<file path="config.mk">
export PLATFORM = sky130hd
export DESIGN_NAME = inst_fetch_flat
export DESIGN_NICKNAME = d
export VERILOG_FILES = /design/src/rtl/inst_fetch_pkg.sv /design/src/rtl/inst_fetch_if.sv /design/src/rtl/inst_fetch_fifo.sv /design/src/rtl/inst_fetch.sv /design/src/flat_wrapper.sv
export SDC_FILE = /design/constraint.sdc
export NUM_CORES = 1
export LEC_CHECK = 0
export BUFFER_PORTS_ARGS = -buffer_cell sky130_fd_sc_hd__buf_2
export CAP_MARGIN = 20
export CORE_AREA = 4 4 131 133
export CTS_CLUSTER_SIZE = 20
export DETAILED_ROUTE_END_ITERATION = 7
export DIE_AREA = 0 0 135 137
export GPL_TIMING_DRIVEN = 0
export PLACE_DENSITY_LB_ADDON = 0.08
export SLEW_MARGIN = 30
export SYNTH_ARGS = -nofsm -noshare
export SYNTH_HDL_FRONTEND = slang
export SYNTH_SLANG_ARGS = --single-unit
</file>
<file path="constraint.sdc">
create_clock -name clk -period 6.18 [get_ports clk]
set_clock_uncertainty 0.05 [all_clocks]
set_input_delay 0.309 -clock clk [delete_from_list [all_inputs] [get_ports clk]]
set_output_delay 0.309 -clock clk [all_outputs]
set_load 0.05 [all_outputs]
</file>
<file path="src/rtl/inst_fetch_pkg.sv">
// Shared definitions for the instruction fetch unit: bus widths, NOP encoding,
// reset address, FSM state encoding and the buffered fetch entry layout.
package inst_fetch_pkg;

   localparam int InstBus     = 32;
   localparam int InstAddrBus = 32;

   localparam logic [InstBus-1:0]     INST_NOP = 32'h0000_0013;
   localparam logic [InstAddrBus-1:0] RST_ADDR = 32'h0000_0000;

   typedef enum logic [1:0] {
      IDLE = 2'd0,
      REQ  = 2'd1,
      DROP = 2'd2
   } fetch_state_e;

   typedef struct packed {
      logic [InstAddrBus-1:0] addr;
      logic [InstBus-1:0]     inst;
   } fetch_entry_t;

   // Word-aligned redirect target for builds that do not report misalignment.
   function automatic logic [InstAddrBus-1:0] align_word(input logic [InstAddrBus-1:0] a);
      return {a[InstAddrBus-1:2], 2'b00};
   endfunction

endpackage

</file>
<file path="src/rtl/inst_fetch_if.sv">
// Instruction bus between the fetch unit (master) and instruction memory (slave).
interface inst_fetch_if;
   import inst_fetch_pkg::*;

   logic                   ibus_req_o;
   logic [InstAddrBus-1:0] ibus_addr_o;
   logic                   ibus_ack_i;
   logic [InstBus-1:0]     ibus_rdata_i;

   modport master (
      output ibus_req_o,
      output ibus_addr_o,
      input  ibus_ack_i,
      input  ibus_rdata_i
   );

   modport slave (
      input  ibus_req_o,
      input  ibus_addr_o,
      output ibus_ack_i,
      output ibus_rdata_i
   );

endinterface

</file>
<file path="src/rtl/inst_fetch_fifo.sv">
// Two-entry FIFO with flush; head is presented combinationally on dout_o.
module inst_fetch_fifo #(
   parameter int WIDTH = 64
) (
   input  logic             clk,
   input  logic             rst,
   input  logic             flush_i,
   input  logic             push_i,
   input  logic             pop_i,
   input  logic [WIDTH-1:0] din_i,
   output logic [WIDTH-1:0] dout_o,
   output logic             empty_o,
   output logic [1:0]       count_o
);

   logic [WIDTH-1:0] mem_q [2];
   logic             wr_ptr_q;
   logic             rd_ptr_q;
   logic [1:0]       count_q;
   logic             do_push;
   logic             do_pop;

   // A push into a full FIFO is only legal when the head leaves in the same cycle.
   assign do_pop  = pop_i & (count_q != 2'd0);
   assign do_push = push_i & ((count_q != 2'd2) | do_pop);

   always_ff @(posedge clk or posedge rst) begin
      if (rst) begin
         wr_ptr_q <= 1'b0;
         rd_ptr_q <= 1'b0;
         count_q  <= 2'd0;
      end else if (flush_i) begin
         wr_ptr_q <= 1'b0;
         rd_ptr_q <= 1'b0;
         count_q  <= 2'd0;
      end else begin
         if (do_push) wr_ptr_q <= ~wr_ptr_q;
         if (do_pop)  rd_ptr_q <= ~rd_ptr_q;
         count_q <= count_q + {1'b0, do_push} - {1'b0, do_pop};
      end
   end

   always_ff @(posedge clk) begin
      if (do_push && !flush_i) mem_q[wr_ptr_q] <= din_i;
   end

   assign dout_o  = mem_q[rd_ptr_q];
   assign empty_o = (count_q == 2'd0);
   assign count_o = count_q;

endmodule

</file>
<file path="src/rtl/inst_fetch.sv">
// Instruction fetch: PC + request FSM feeding a 2-entry instruction buffer.
// Optional INST_FETCH_MISALIGN_EN flags misaligned redirects and stalls fetch.
module inst_fetch
   import inst_fetch_pkg::*;
(
   input  logic                   clk,
   input  logic                   rst,
   inst_fetch_if.master           ibus,
   input  logic                   jump_flag_i,
   input  logic [InstAddrBus-1:0] jump_addr_i,
   input  logic                   id_ready_i,
   output logic                   inst_valid_o,
   output logic [InstBus-1:0]     inst_o,
   output logic [InstAddrBus-1:0] inst_addr_o
`ifdef INST_FETCH_MISALIGN_EN
   ,
   output logic                   fetch_misalign_o
`endif
);

   fetch_state_e           state_q;
   logic [InstAddrBus-1:0] fetch_pc_q;
   logic [InstAddrBus-1:0] addr_q;
   logic                   req_q;

   logic [InstAddrBus-1:0] jump_tgt;
   logic [InstAddrBus-1:0] pc_inc;
   logic                   fetch_en;
   logic                   ack;
   logic                   push;
   logic                   pop;
   logic                   fifo_empty;
   logic [1:0]             fifo_count;
   logic [1:0]             cnt_after;
   fetch_entry_t           head;

`ifdef INST_FETCH_MISALIGN_EN
   logic misalign_q;

   assign jump_tgt = jump_addr_i;
   assign fetch_en = ~misalign_q;

   always_ff @(posedge clk or posedge rst) begin
      if (rst)              misalign_q <= 1'b0;
      else if (jump_flag_i) misalign_q <= (jump_addr_i[1:0] != 2'b00);
   end

   assign fetch_misalign_o = misalign_q;
`else
   logic unused_jump_lsb;

   assign unused_jump_lsb = ^jump_addr_i[1:0];
   assign jump_tgt        = align_word(jump_addr_i);
   assign fetch_en        = 1'b1;
`endif

   assign ack       = ibus.ibus_ack_i;
   assign pc_inc    = fetch_pc_q + 32'd4;
   assign push      = (state_q == REQ) & ack & ~jump_flag_i;
   assign pop       = ~fifo_empty & id_ready_i & ~jump_flag_i;
   assign cnt_after = fifo_count + 2'd1 - {1'b0, pop};

   always_ff @(posedge clk or posedge rst) begin
      if (rst) begin
         state_q    <= IDLE;
         fetch_pc_q <= RST_ADDR;
         addr_q     <= RST_ADDR;
         req_q      <= 1'b0;
      end else begin
         case (state_q)
            IDLE: begin
               if (jump_flag_i) begin
                  fetch_pc_q <= jump_tgt;
               end else if (fetch_en && (fifo_count < 2'd2)) begin
                  req_q   <= 1'b1;
                  addr_q  <= fetch_pc_q;
                  state_q <= REQ;
               end
            end
            REQ: begin
               if (jump_flag_i) begin
                  fetch_pc_q <= jump_tgt;
                  if (ack) begin
                     req_q   <= 1'b0;
                     state_q <= IDLE;
                  end else begin
                     state_q <= DROP;
                  end
               end else if (ack) begin
                  // Chain the next request directly when the buffer still has room.
                  fetch_pc_q <= pc_inc;
                  if (cnt_after < 2'd2) begin
                     addr_q <= pc_inc;
                  end else begin
                     req_q   <= 1'b0;
                     state_q <= IDLE;
                  end
               end
            end
            DROP: begin
               if (jump_flag_i) fetch_pc_q <= jump_tgt;
               if (ack) begin
                  req_q   <= 1'b0;
                  state_q <= IDLE;
               end
            end
            default: begin
               req_q   <= 1'b0;
               state_q <= IDLE;
            end
         endcase
      end
   end

   inst_fetch_fifo #(
      .WIDTH($bits(fetch_entry_t))
   ) u_fifo (
      .clk     (clk),
      .rst     (rst),
      .flush_i (jump_flag_i),
      .push_i  (push),
      .pop_i   (pop),
      .din_i   ({fetch_pc_q, ibus.ibus_rdata_i}),
      .dout_o  (head),
      .empty_o (fifo_empty),
      .count_o (fifo_count)
   );

   assign ibus.ibus_req_o  = req_q;
   assign ibus.ibus_addr_o = addr_q;

   assign inst_valid_o = ~fifo_empty;
   assign inst_o       = fifo_empty ? INST_NOP : head.inst;
   assign inst_addr_o  = fifo_empty ? '0 : head.addr;

endmodule

</file>
<file path="src/flat_wrapper.sv">
// flat-port wrapper written by rule: the top's interface ports become plain ports
module inst_fetch_flat import inst_fetch_pkg::*;
  (clk, rst, jump_flag_i, jump_addr_i, id_ready_i, inst_valid_o, inst_o, inst_addr_o, ibus_ibus_req_o, ibus_ibus_addr_o, ibus_ibus_ack_i, ibus_ibus_rdata_i);
  inst_fetch_if ibus_i ();
  input  logic clk;
  input  logic rst;
  input  logic jump_flag_i;
  input  logic [InstAddrBus-1:0] jump_addr_i;
  input  logic id_ready_i;
  output logic inst_valid_o;
  output logic [InstBus-1:0] inst_o;
  output logic [InstAddrBus-1:0] inst_addr_o;
  output wire logic [$bits(ibus_i.ibus_req_o)-1:0] ibus_ibus_req_o;
  output wire logic [$bits(ibus_i.ibus_addr_o)-1:0] ibus_ibus_addr_o;
  input wire logic [$bits(ibus_i.ibus_ack_i)-1:0] ibus_ibus_ack_i;
  input wire logic [$bits(ibus_i.ibus_rdata_i)-1:0] ibus_ibus_rdata_i;
  assign ibus_ibus_req_o = ibus_i.ibus_req_o;
  assign ibus_ibus_addr_o = ibus_i.ibus_addr_o;
  assign ibus_i.ibus_ack_i = ibus_ibus_ack_i;
  assign ibus_i.ibus_rdata_i = ibus_ibus_rdata_i;
  inst_fetch u_core (.clk(clk), .rst(rst), .ibus(ibus_i), .jump_flag_i(jump_flag_i), .jump_addr_i(jump_addr_i), .id_ready_i(id_ready_i), .inst_valid_o(inst_valid_o), .inst_o(inst_o), .inst_addr_o(inst_addr_o));
endmodule
</file>
==> flow_metrics.env, run 1 <==
export IMPL_wirelength_um=21800
export IMPL_syn_area_per_cell_um2=11.82
export IMPL_synth_top_area_frac=0.4308
export IMPL_status="finished clean"
export IMPL_core_um2=15830
export IMPL_p_int_mw=2.373
export IMPL_pwr_share_comb=0.286
export IMPL_placed_area_um2=9868
export IMPL_dp_cells=1114
export IMPL_cp_depth=5
export IMPL_hold_viol=0
export IMPL_firstDrtPassIters=5
export IMPL_crit_family="buffers and inverters"
export IMPL_worst_r2r_path_depth=7
export IMPL_cts_made_buffers=17
export IMPL_cts_setup_buffers=0
export IMPL_clockBufferDepth=2
export IMPL_via_count=6418
export IMPL_ys_flop_type="edfxtp_1"
export IMPL_nNetsFinal=990
export IMPL_ys_async_sr_fraction=0.3508
export IMPL_cts_htree_levels=4
export IMPL_setup_violations=0
export IMPL_routed_via_density=5.595
export IMPL_hold_depth=1
export IMPL_synth_top_cells_by_area="edfxtp_1, dfrtp_1, mux2i_1"
export IMPL_dr_wl_met3_um=1652
export IMPL_fin_cells=1147
export IMPL_p_leak_nw=4.046
export IMPL_root_buffer="clkbuf_16"
export IMPL_drive_gt1_frac=0.2535
export IMPL_synth_warnings=0
export IMPL_p_switching_mw=1.428
export IMPL_powerDensity_nw_per_um2=363.6
export IMPL_cp_arrival_ps=2450
export IMPL_grt_max_degree=44
export IMPL_rsz0062_at_grt="false"
export IMPL_place_gp_congestion=0.9238
export IMPL_swShare=0.3756
export IMPL_required_ps=5820
export IMPL_die_h_um=137
export IMPL_crit_chain="clkbuf_1 -> nor2_1 -> clkbuf_1 -> nor2_1 -> buf_2"
export IMPL_rows=46
export IMPL_route_antenna_remaining_nets=0
export IMPL_tightest_slew_ps=912.8
export IMPL_cts_tree="done"
export IMPL_critPathLaunchType="flip-flop"
export IMPL_initial_core_util=0.5461
export IMPL_grt_overflow_total=0
export IMPL_seq_area_frac_synth=0.6248
export IMPL_max_stage_delay_ps=530
export IMPL_layout_min_cycle_time_ps=2805
export IMPL_relSlewSlack=0.3892
export IMPL_grt_pass1_wl_um=33540
export IMPL_maxCapViolCount=0
export IMPL_min_period_over_period=0.4540
export IMPL_antenna_found_initial=0
export IMPL_crit_type="flip-flop to output pin"
export IMPL_max_freq_mhz=356.5
export IMPL_vdd_drop_max_uv=222.9
export IMPL_p_clk_frac=0.280
export IMPL_die_area_um2=18500
export IMPL_hold_worst_slack_ps=17.27
export IMPL_seqPwrFrac=0.434
export IMPL_wl_met2_um=10220
export IMPL_n_antenna_cell=0
export IMPL_cts_clk_slew_worst_paths_ps=70
export IMPL_cp_slowest_cell="nor2_1"
export IMPL_top_layer="met4"
export IMPL_post_route_util=0.6605
export IMPL_critPathMaxFanout=10
export IMPL_synth_edff_count=124
export IMPL_wl_per_cell_um=19.01
export IMPL_synth_cell_area_um2=8643
export IMPL_portBuffers=159
export IMPL_ys_ff_latch=191
export IMPL_grt_pass1_vias=6285
export IMPL_ios=167
export IMPL_path_buf_inv=3
export IMPL_fp_dieW_um=135
export IMPL_drt_initial_drc_count=488
export IMPL_dp_hpwl_um=15830
export IMPL_drc=0
export IMPL_fin_area_um2=10450
export IMPL_syn_to_final_growth_pct=20.95
export IMPL_final_max_slew_viol_count=0
export IMPL_tns_ps=0
export IMPL_clk_latency_ps=430
export IMPL_synth_top_cell_by_area="edfxtp_1"
export IMPL_post_cts_resize_count=0
export IMPL_crit_path_end_kind="output pin"
export IMPL_wl_met1_um=9481
export IMPL_ys_types=58
export IMPL_grt_usage=0.2350
export IMPL_cts_sinks=191
export IMPL_synth_cells=731
export IMPL_min_path_type="primary input to flip-flop"
## cell usage after synthesis, drive strengths merged (3+ instances only)
cell type and count:
a2bb2oi 6, xor2 20, nand2 54, xnor2 12, or3 5, a31o 3
nand3 35, buf 25, a21oi 37, o21ai 50, a31oi 4, nor3 11
a311oi 5, a32oi 3, nor2 100, o22ai 7, clkbuf 28, a211oi 5
edfxtp 124, nor2b 3, and3 7, inv 12, o22a 4, nand4 14
mux2i 63, ha 3, dfrtp 67
## flip-flops by register name (all words and copies together) (netlist names)
signal                   count
u_core.u_fifo.rd_ptr_q       1
u_core.u_fifo.mem_q        124
u_core.u_fifo.count_o        2
u_core.ibus.ibus_req_o       1
u_core.state_q               2
u_core.ibus.ibus_addr_o     30
u_core.fetch_pc_q           30
u_core.u_fifo.wr_ptr_q       1
## final cells by class
| class | count | area, µm² |
|---|---|---|
| Fill cell | 1213 | 5374 |
| Sequential cell | 191 | 5400 |
| Inverter | 12 | 47.55 |
| Buffer | 53 | 297.8 |
| Clock inverter | 15 | 150.1 |
| Multi-Input combinational cell | 478 | 2927 |
| Tap cell | 216 | 270.3 |
| Timing Repair Buffer | 165 | 935.9 |
| Clock buffer | 17 | 425.4 |
## what timing repair did
item | CTS | global route
hold endpoints to repair | 24 | 0
hold buffers | 1 | 0
endpoints found under the setup margin | 0 | 0
## layout by cell type, fill, tap and decap left out, types with 3 or more instances in the layout
master / count
a21oi_1: 37
nand4_1: 14
o22a_1: 4
clkbuf_16: 17
o21ai_1: 5
nand2_1: 54
conb_1: 4
nor3_1: 9
a311oi_1: 5
edfxtp_1: 124
inv_6: 6
buf_2: 168
inv_1: 11
clkbuf_1: 25
dfrtp_1: 67
a31oi_1: 4
buf_6: 4
o21ai_0: 45
o22ai_1: 7
or3_1: 5
xor2_1: 20
and3_1: 5
buf_4: 6
a2bb2oi_1: 6
nand3_1: 33
buf_1: 5
nor2_1: 97
a32oi_1: 3
nor2b_1: 3
mux2i_1: 63
xnor2_1: 12
ha_1: 3
buf_16: 4
a211oi_1: 5
a31o_2: 3
## worst paths after layout
check	slack [ps]	to	from
min in group asynchronous	360	u_core.ibus.ibus_req_o	rst
worst max-delay path	3370	inst_o[29]	u_core.u_fifo.count_o[1]
max in group asynchronous	5170	u_core.fetch_pc_q[5]	rst
worst min register to register	430	u_core.ibus.ibus_addr_o[7]	u_core.ibus.ibus_addr_o[7]
worst max register to register	3420	u_core.ibus.ibus_addr_o[28]	u_core.fetch_pc_q[2]
worst min-delay path	20	u_core.u_fifo.mem_q[1][8]	ibus_ibus_rdata_i[8]
## routing by layer
layer	GRT usage	vias to the layer above
li1	-	3027
met1	0.3279	3086
met4	0.07951	0
met5	0	-
met3	0.04890	30
met2	0.3713	275
## power groups by stage
stage                     clock network [mW]  logic, mW  registers [mW]
after global routing                    1.13       1.16            1.67
after CTS                               1.08       1.09            1.64
after detailed placement                   0       1.08            1.67
after global placement                     0       1.06            1.66
final                                   1.07       1.09            1.65
after floorplan                            0      0.573            1.86
## stage by stage
step | setup WS, ps | power, mW
after detailed placement | 3474 | 2.752
final | 3375 | 3.801
after global routing | 3198 | 3.958
after CTS | 3318 | 3.811
after floorplan | 1778 | 2.438
after global placement | 283.2 | 2.725
## logic make-up after synthesis
group,synth area share
AOI/OAI and AO/OA,0.09337
other,0.0004339
buffers and inverters,0.03966
DFF,0.6248
adders and majority gates,0.004343
and+or+nand+nor,0.1320
xor gates and xnor gates,0.03243
muxes,0.07296
Power figures use the tool's default switching activity.
==> run 2, diff against run 1 <==
==> constraint.sdc (replaced) <==
create_clock -name clk -period 2.85 [get_ports clk]
set_clock_uncertainty 0.05 [all_clocks]
set_input_delay 0.1425 -clock clk [delete_from_list [all_inputs] [get_ports clk]]
set_output_delay 0.1425 -clock clk [all_outputs]
set_load 0.05 [all_outputs]
==> flow_metrics.env, run 2 (synthesis gave the netlist of run 1 again) <==
export IMPL_status="finished clean"
export IMPL_place_gp_congestion=0.9131
export IMPL_crit_chain="clkbuf_1 -> buf_1 -> mux2i_1 -> nor2_1 -> buf_2"
export IMPL_finalWorstSetupSlack_ps=191.5
export IMPL_fill_cells=1128
export IMPL_root_buffer="clkbuf_16"
export IMPL_crit_type="flip-flop to output pin"
export IMPL_maxCapViolCount=0
export IMPL_cts_clk_slew_worst_paths_ps=70
export IMPL_cts_sinks=191
export IMPL_firstDrtPassIters=5
export IMPL_tightest_slew_ps=944.9
export IMPL_r2r_start="u_core.u_fifo.count_o[1]"
export IMPL_wl_per_cell_um=18.92
export IMPL_cts_htree_levels=4
export IMPL_max_freq_mhz=376.1
export IMPL_grt_overflow_total=0
export IMPL_p_total_mw=8.208
export IMPL_largest_register_ffs=124
export IMPL_fp_dieW_um=135
export IMPL_powerDensity_nw_per_um2=751.4
export IMPL_ios=167
export IMPL_cts_tree="done"
export IMPL_die_area_um2=18500
export IMPL_r2r_setup_slack_ps=260
export IMPL_die_h_um=137
export IMPL_critPathMaxFanout=10
export IMPL_clk_latency_ps=430
export IMPL_crit_path_end_kind="output pin"
export IMPL_preCtsSetupSlack_ps=174.5
export IMPL_cts_setup_buffers=0
export IMPL_grt_usage=0.2418
export IMPL_rows=46
export IMPL_hold_viol=0
export IMPL_route_antenna_remaining_nets=0
export IMPL_setup_violations=0
export IMPL_required_ps=2660
export IMPL_grt_pass1_wl_um=34410
export IMPL_grt_pass1_vias=6469
export IMPL_syn_to_final_growth_pct=26.38
export IMPL_hold_depth=3
export IMPL_rsz0062_at_grt="false"
export IMPL_cts_made_buffers=17
export IMPL_regMostFlops="u_core.u_fifo.mem_q"
export IMPL_multi_input_area_um2=2935
export IMPL_cp_arrival_ps=2470
export IMPL_layout_min_cycle_time_ps=2659
export IMPL_drive_gt1_frac=0.2451
export IMPL_regArea_um2=5400
export IMPL_min_path_type="primary input to flip-flop"
export IMPL_cp_slowest_cell="buf_1"
export IMPL_initial_core_util=0.5461
export IMPL_drt_initial_drc_count=485
export IMPL_p_leak_nw=4.237
export IMPL_min_period_over_period=0.9328
export IMPL_crit_family="buffers and inverters"
export IMPL_clockBufferDepth=2
export IMPL_relSlewSlack=0.3678
export IMPL_nNetsFinal=1034
export IMPL_n_antenna_cell=0
export IMPL_antenna_found_initial=0
export IMPL_grt_max_degree=53
export IMPL_min_from="jump_addr_i[12]"
export IMPL_portBuffers=159
export IMPL_routed_via_density=5.581
export IMPL_final_common_cell="buf_2"
export IMPL_drc=0
export IMPL_worst_r2r_path_depth=9
export IMPL_holdPathEnd="u_core.fetch_pc_q[12]"
export IMPL_final_max_slew_viol_count=0
export IMPL_max_stage_delay_ps=630
export IMPL_core_um2=15830
export IMPL_wirelength_um=22530
export IMPL_worstReg2RegEnd="u_core.u_fifo.count_o[1]"
export IMPL_dp_hpwl_um=16110
export IMPL_critPathLaunchType="flip-flop"
export IMPL_via_count=6647
export IMPL_layout_common_cells="buf_2, edfxtp_1, nor2_1"
export IMPL_vdd_drop_max_uv=508.0
export IMPL_path_buf_inv=3
-- run 2: cell types whose count changed in the layout (fill, tap and decap cells not counted) --
cell and delta:
bufinv_16 -1, buf_16 +3, clkinv_2 -1, clkinv_1 +1, nor4_2 +1, nor2_2 +1, inv_6 -1, buf_12 -1
clkinv_4 +2, dlygate4sd3_1 +42, nor2_1 -1, nor4_1 -1
-- run 2: per-layer routing --
| metal | vias up | global-route usage | share of wire |
|---|---|---|---|
| li1 | 3120 | - | - |
| met2 | 310 | 0.3844 | 0.47 |
| met5 | - | 0 | 0 |
| met3 | 35 | 0.05037 | 0.076 |
| met4 | 0 | 0.07111 | 0.020 |
| met1 | 3182 | 0.3403 | 0.43 |
-- run 2: where the power goes --
| group | internal (mW) | total [mW] | switching, mW |
|---|---|---|---|
| Combinational | 0.668 | 2.42 | 1.75 |
| Sequential | 3.29 | 3.58 | 0.286 |
| Clock | 1.14 | 2.22 | 1.07 |
| Total | 5.10 | 8.21 | 3.11 |
-- run 2: cell type report --
cell class              count  area share
flip-flops and latches    191      0.4944
multi-input cells         478      0.2687
repair buffers            209      0.1299
clock buffers              17     0.03895
plain buffers              53     0.02726
well taps                 216     0.02474
clock inverters            15     0.01168
inverters                  12    0.004353
-- run 2: stage by stage --
stage	hold WS [ps]	util	TNS (ps)	std cells	instance area (µm²)
after detailed placement	55.83	0.6274	0	1116	9931
final	19.30	0.6901	0	1191	10920
after global routing	32.59	0.6901	0	1191	10920
after floorplan	158.9	-	-63680	734	8660
after global placement	281.2	0.6145	-182850	1109	9726
after CTS	4.683	0.6889	0	1190	10900
-- run 2: tightest hold or removal path, cell delays in order --
cell and delay [ps]:
buf_2 90, o22ai_1 80, a21oi_1 130
-- run 2: worst max path at each step --
stage,endpoint,cells past startpoint,startpoint,slack [ps]
after floorplan,u_core.u_fifo.mem_q[0][0],5,u_core.state_q[1],-510
after global placement,u_core.u_fifo.mem_q[1][9],5,u_core.state_q[1],-1480
after detailed placement,u_core.u_fifo.count_o[1],9,u_core.u_fifo.count_o[1],170
after CTS,inst_addr_o[30],5,u_core.u_fifo.count_o[1],130
after global routing,inst_o[18],5,u_core.u_fifo.rd_ptr_q,70
final,inst_o[18],5,u_core.u_fifo.rd_ptr_q,190
-- run 2: repair_timing --
action,in CTS,in global routing
endpoints found under the setup margin,0,2
hold endpoints to repair,141,1
resized for setup,0,2
hold buffers,42,1
